**config.mk**
```make
export PLATFORM = sky130hd
export DESIGN_NAME = jogo_sequencia_param
export DESIGN_NICKNAME = d
export VERILOG_FILES = /design/src/rtl/jogo_sequencia_param_pkg.sv /design/src/rtl/jogo_sequencia_param_detector_jogada.sv /design/src/rtl/jogo_sequencia_param.sv
export SDC_FILE = /design/constraint.sdc
export NUM_CORES = 1
export LEC_CHECK = 0
export ABC_CLOCK_PERIOD_IN_PS = 2600
export BUFFER_PORTS_ARGS = -buffer_cell sky130_fd_sc_hd__buf_4
export CAP_MARGIN = 20
export CORE_MARGIN = 5
export CORE_UTILIZATION = 55
export CTS_CLUSTER_DIAMETER = 100
export CTS_CLUSTER_SIZE = 10
export DETAILED_ROUTE_END_ITERATION = 8
export GPL_TIMING_DRIVEN = 1
export PLACE_DENSITY = 0.79
export REMOVE_ABC_BUFFERS = 1
export SYNTH_ARGS = -nofsm -noshare
export SYNTH_HDL_FRONTEND = slang
export SYNTH_SLANG_ARGS = --single-unit
```
**constraint.sdc**
```tcl
create_clock -name clock -period 2.6 [get_ports clock]
set_clock_uncertainty 0.05 [all_clocks]
set_input_delay 0.26 -clock clock [delete_from_list [all_inputs] [get_ports clock]]
set_output_delay 0.26 -clock clock [all_outputs]
set_load 0.01 [all_outputs]
```
**src/rtl/jogo_sequencia_param_pkg.sv**
```systemverilog
// ---------------------------------------------------------------------------
// jogo_sequencia_param_pkg
// Shared definitions for the sequence-memory game: the FSM state codes and a
// helper that tells whether a state is one of the terminal outcome states.
// The numeric codes are fixed because they are shown on the 7-segment debug
// display and decoded by other blocks, so the enum values are explicit.
// ---------------------------------------------------------------------------
package jogo_sequencia_param_pkg;

  typedef enum logic [3:0] {
    inicial     = 4'h0,
    preparacao  = 4'h1,
    espera      = 4'h2,
    compara     = 4'h3,
    proximo     = 4'h4,
    fim_acertou = 4'hA,
    fim_errou   = 4'hE,
    fim_timeout = 4'hC
  } estado_t;

  // True for the three held outcome states, which all raise "pronto".
  function automatic logic estado_final(input estado_t e);
    return (e == fim_acertou) || (e == fim_errou) || (e == fim_timeout);
  endfunction

endpackage

```
**src/rtl/jogo_sequencia_param_detector_jogada.sv**
```systemverilog
// ---------------------------------------------------------------------------
// detector_jogada
// Turns the raw button vector into a one-cycle "move" strobe. A move is the
// transition from no button pressed to at least one button pressed, so a
// button that stays held produces only a single strobe.
//
// Ports:
//   clock   in  1  system clock, rising edge
//   reset   in  1  asynchronous, active-high; clears the previous sample
//   chaves  in  N  player buttons
//   jogada  out 1  high while chaves is nonzero and the previous sample was zero
// ---------------------------------------------------------------------------
module detector_jogada #(
  parameter int N = 4
) (
  input  logic         clock,
  input  logic         reset,
  input  logic [N-1:0] chaves,
  output logic         jogada
);

  logic [N-1:0] chaves_ant;

  // Previous-cycle copy of the buttons, sampled unconditionally every clock.
  always_ff @(posedge clock or posedge reset) begin
    if (reset) begin
      chaves_ant <= '0;
    end else begin
      chaves_ant <= chaves;
    end
  end

  // Rising edge of "any button pressed".
  assign jogada = (|chaves) & ~(|chaves_ant);

endmodule

```
**src/rtl/jogo_sequencia_param.sv**
```systemverilog
// ---------------------------------------------------------------------------
// jogo_sequencia_param
// Sequence-memory game unit. The player must press, one move at a time, the
// words stored in a fixed ROM (word[i] = 1 << (i mod N)). The game ends in a
// held outcome: full sequence matched, a wrong move, or a move deadline miss.
//
// Parameters:
//   N               key width (number of buttons), >= 2
//   DEPTH           sequence length, >= 2
//   TIMEOUT_CICLOS  cycles allowed per move, 0 disables the deadline
//
// Ports:
//   clock        in  1   system clock, rising edge
//   reset        in  1   asynchronous, active-high; returns to "inicial"
//   iniciar      in  1   start/restart a game (only honoured when idle/finished)
//   chaves       in  N   player buttons
//   pronto       out 1   game finished
//   acertou      out 1   full sequence matched
//   errou        out 1   a move mismatched
//   timeout      out 1   move deadline expired
//   db_igual     out 1   registered move equals current ROM word
//   db_iniciar   out 1   copy of iniciar
//   db_contagem  out AW  current sequence address
//   db_memoria   out N   ROM word at the current address
//   db_jogada    out N   last registered move
//   db_estado    out 4   state code
// ---------------------------------------------------------------------------
module jogo_sequencia_param
  import jogo_sequencia_param_pkg::*;
#(
  parameter  int N              = 4,
  parameter  int DEPTH          = 16,
  parameter  int TIMEOUT_CICLOS = 5000,
  localparam int AW             = $clog2(DEPTH)
) (
  input  logic          clock,
  input  logic          reset,
  input  logic          iniciar,
  input  logic [N-1:0]  chaves,
  output logic          pronto,
  output logic          acertou,
  output logic          errou,
  output logic          timeout,
  output logic          db_igual,
  output logic          db_iniciar,
  output logic [AW-1:0] db_contagem,
  output logic [N-1:0]  db_memoria,
  output logic [N-1:0]  db_jogada,
  output logic [3:0]    db_estado
);

  // The deadline counter only has to reach TIMEOUT_CICLOS-1.
  localparam int            CW          = (TIMEOUT_CICLOS > 1) ? $clog2(TIMEOUT_CICLOS) : 1;
  localparam bit            TEMPO_ATIVO = (TIMEOUT_CICLOS != 0);
  localparam logic [CW-1:0] LIMITE      = CW'((TIMEOUT_CICLOS > 0) ? TIMEOUT_CICLOS - 1 : 0);

  // Sequence ROM: a single walking one that repeats every N addresses.
  function automatic logic [N-1:0] rom_palavra(input logic [AW-1:0] endereco);
    int indice;
    indice = int'(endereco) % N;
    return N'(1) << indice;
  endfunction

  estado_t       estado;
  estado_t       proximo_estado;
  logic [AW-1:0] contagem;
  logic [CW-1:0] contador_tempo;
  logic [N-1:0]  jogada_reg;
  logic [N-1:0]  palavra;
  logic          jogada;
  logic          igual;
  logic          tempo_esgotado;
  logic          ultimo_endereco;

  detector_jogada #(
    .N(N)
  ) u_detector (
    .clock  (clock),
    .reset  (reset),
    .chaves (chaves),
    .jogada (jogada)
  );

  assign palavra         = rom_palavra(contagem);
  assign igual           = (jogada_reg == palavra);
  assign tempo_esgotado  = TEMPO_ATIVO && (contador_tempo == LIMITE);
  assign ultimo_endereco = (contagem == AW'(DEPTH - 1));

  // State register.
  always_ff @(posedge clock or posedge reset) begin
    if (reset) begin
      estado <= inicial;
    end else begin
      estado <= proximo_estado;
    end
  end

  // Next-state logic. In "espera" a move takes priority over the deadline,
  // and "iniciar" is only looked at while idle or finished.
  always_comb begin
    proximo_estado = estado;
    case (estado)
      inicial: begin
        if (iniciar) proximo_estado = preparacao;
      end
      preparacao: begin
        proximo_estado = espera;
      end
      espera: begin
        if (jogada) begin
          proximo_estado = compara;
        end else if (tempo_esgotado) begin
          proximo_estado = fim_timeout;
        end
      end
      compara: begin
        if (!igual) begin
          proximo_estado = fim_errou;
        end else if (ultimo_endereco) begin
          proximo_estado = fim_acertou;
        end else begin
          proximo_estado = proximo;
        end
      end
      proximo: begin
        proximo_estado = espera;
      end
      fim_acertou, fim_errou, fim_timeout: begin
        if (iniciar) proximo_estado = preparacao;
      end
      default: begin
        proximo_estado = inicial;
      end
    endcase
  end

  // Datapath: sequence address, per-move deadline counter and move register.
  // The address only advances after a match that is not the last word, so it
  // never wraps past DEPTH-1.
  always_ff @(posedge clock or posedge reset) begin
    if (reset) begin
      contagem       <= '0;
      contador_tempo <= '0;
      jogada_reg     <= '0;
    end else begin
      case (estado)
        preparacao: begin
          contagem       <= '0;
          contador_tempo <= '0;
          jogada_reg     <= '0;
        end
        espera: begin
          if (jogada) begin
            jogada_reg <= chaves;
          end else if (TEMPO_ATIVO && !tempo_esgotado) begin
            contador_tempo <= contador_tempo + CW'(1);
          end
        end
        proximo: begin
          contagem       <= contagem + AW'(1);
          contador_tempo <= '0;
        end
        default: begin
        end
      endcase
    end
  end

  // Moore outputs. The ROM/compare debug outputs are forced low in "inicial"
  // so that the whole output set reads zero after reset.
  always_comb begin
    pronto     = estado_final(estado);
    acertou    = (estado == fim_acertou);
    errou      = (estado == fim_errou);
    timeout    = (estado == fim_timeout);
    db_igual   = (estado != inicial) && igual;
    db_memoria = (estado == inicial) ? '0 : palavra;
  end

  assign db_iniciar  = iniciar;
  assign db_contagem = contagem;
  assign db_jogada   = jogada_reg;
  assign db_estado   = estado;

endmodule
```
==> flow_summary.ini <==
[critical_path]
path_class = primary input to flip-flop
critical_path_arrival_ps = 2520
worstSetupEndpointType = flip-flop
r2r-end = contador_tempo[9]$_DFFE_PP0P_
worstPathRequired_ps = 2810
r2r-start = db_estado[1]$_DFFE_PP0P_
crit_path_max_fanout = 12
rr_worst_depth = 4
worst_setup_path_start_kind = primary input
rrSetupSlack_ps = 320

[final_layout]
post-route-util = 0.7016
syn_to_final_growth_pct = 22.20
fill_cells = 240
instances_no_fill = 272
diodes = 0
drive_above_1_share = 0.2018
seq_area_um2 = 725.7
nNetsFinal = 239
multiInputGateArea_um2 = 944.7

[clocking]
cts.path.max_buffers = 2
insertion_delay_ps = 330
cts_root_buf = clkbuf_4
cts_sinks = 29
cts_inserted_buffers = 5
ctsHtreeMaxLevel = 2
cts_tree = done
post_cts_buffers = 0
cts.clk_slew.worst_paths_ps = 100

[grt]
grt_usage = 0.2100
antenna_found_initial = 0
gr-total-overflow = 0
grt_max_degree = 30
grt_pass1_wl_um = 7176
grt_pass1_vias = 1631

[timing]
min_period_ps = 2311
rsz0062_at_grt = false
setup_violations = 0
period_share = 0.8889
timing.fmax_ghz = 0.4327
maxSlewHeadroom = 0.5072
slew_viol_final = 0
worst_pin_slew_ps = 738.5
hold_viol = 0
finalSetupTns_ps = 0

[floorplanning]
die-area_mm2 = 0.004416
fp.coreArea_mm2 = 0.003053
die_h_um = 66.46
io_pins = 29
rows = 20
die_w_um = 66.46
start_util = 0.5742

[synth]
netlist_instances = 194
ys.flop_type = dfrtp_1
synth_edf_count = 0
async_reset_ff_frac = 1.000
synth_xor_area_frac = 0.02998
synth_top_family_by_area = simple AND/OR/NAND/NOR gates
yosys.area.top_type_share = 0.4140
synth_common_cells = dfrtp_1 (29), nand2_1 (21), a21oi_1 (13), o21ai_0 (13), inv_1 (11)
yosys.area_share.simple = 0.2555
synth_area_leaders = dfrtp_1 (41%), nand2_1 (4.5%), a21oi_1 (3.7%), o21ai_0 (3.7%), ha_1 (3.6%)
post_synth_instance_area_mm2 = 0.001753
synth_compound_area_frac = 0.1799
syn_area_per_cell_um2 = 9.036
muxShareOfSynthArea = 0.03426
yosysMostFrequentCell = dfrtp_1
synth-seq-area-share = 0.4140
synth_adder_area_share = 0.03569
yosys.area.top_type = dfrtp_1
yosysWarnings = 0
ys_types = 43
synth.ff_latch_count = 29

[place]
hpwl_um = 3048
dp_cells = 259
io_buffers = 28
gp_congestion = 0.8459

[drt]
dr.pass1.iters = 4
drt_first_iter_violations = 102
ant_nets = 0
routed_wl_um = 4300
routed_via_density = 5.960
drc = 0
wire_per_inst_um = 15.81
vias = 1621

[power_and_ir_drop]
p_per_area_mw_per_mm2 = 990.5
peakVddDrop_uv = 770.7
leakage_nw = 0.9344

[worst_hold_path]
whs_endpoint = db_estado[0]$_DFFE_PP0P_
hold_start = iniciar
hold_class = primary input to flip-flop
hold_depth = 5

[outcome]
outcome = complete, no violations

[run]
drv_cap = 0
## area by class of cell
cell class / instances / area share
tap: 44 / 0.02570
inverter: 11 / 0.01928
multi-input combinational: 143 / 0.4410
clock inverter: 1 / 0.01402
timing repair buffer: 37 / 0.1355
clock buffer: 7 / 0.02570
sequential: 29 / 0.3388
## how the worst max path moves through the flow
stage	start	endpoint	depth (start not counted)
3_3_place_gp	chaves[0]	contador_tempo[9]$_DFFE_PP0P_	5
2_1_floorplan	db_estado[0]$_DFFE_PP0P_	contador_tempo[9]$_DFFE_PP0P_	4
6_report	chaves[0]	contador_tempo[9]$_DFFE_PP0P_	6
4_1_cts	chaves[0]	contador_tempo[9]$_DFFE_PP0P_	6
5_1_grt	chaves[0]	contador_tempo[9]$_DFFE_PP0P_	6
3_5_place_dp	db_estado[1]$_DFFE_PP0P_	contador_tempo[9]$_DFFE_PP0P_	4
## metrics by stage
step | area [um2] | total power, mW | worst slack, ps | hold slack [ps]
floorplan | 1705 | 1.325 | 465.3 | 241.4
CTS | 2136 | 2.122 | 147.3 | 402.2
finish | 2142 | 2.122 | 288.8 | 407.8
global placement | 2001 | 1.684 | 455.4 | 301.9
global route | 2142 | 2.266 | 110.0 | 453.0
detailed placement | 2001 | 1.721 | 344.8 | 307.3
## metal layers
| metal | part of all wire | GRT usage |
|---|---|---|
| met1 | 0.42 | 0.2495 |
| met2 | 0.52 | 0.3717 |
| met3 | 0.052 | 0.05228 |
| met4 | 0.011 | 0.06091 |
| met5 | 0 | 0 |
## where the power goes
part           leakage, nW  switching, mW  internal (mW)
sequential           0.385          0.136          0.545
combinational        0.504          0.586          0.463
clock               0.0455          0.161          0.230
## what timing repair did
action,in CTS,in global routing
endpoints found under the setup margin,0,5
hold buffers,5,0
endpoints found under the hold margin,33,0
gates resized for setup,0,1
## flip-flops by register name (all words and copies together), names as in the netlist
register,cells
u_detector.chaves_ant,4
db_jogada,4
db_estado,4
db_contagem,4
contador_tempo,13
## worst max-delay path, cell delays in order
cell,delay [ps]
dlygate4sd3_1,550
buf_4,150
nor4_2,430
o2111ai_1,410
or4_1,550
a21oi_1,170
## cells in the final DEF (no fill, tap or decap), types with 6 or more instances in the layout
| master | count |
|---|---|
| a21oi_1 | 13 |
| buf_4 | 32 |
| dfrtp_1 | 29 |
| inv_1 | 11 |
| mux2i_1 | 6 |
| nand2_1 | 21 |
| nand3_1 | 6 |
| nor2b_1 | 7 |
| nor3_1 | 6 |
| o21ai_0 | 13 |
## cells by family after synthesis
| logic type | count (synthesis) |
|---|---|
| flops | 29 |
| fa+ha+maj | 5 |
| buf+inv | 22 |
| compound gates | 49 |
| mux | 6 |
| simple gates | 77 |
| xor+xnor | 6 |
(Power assumes the default switching activity.)
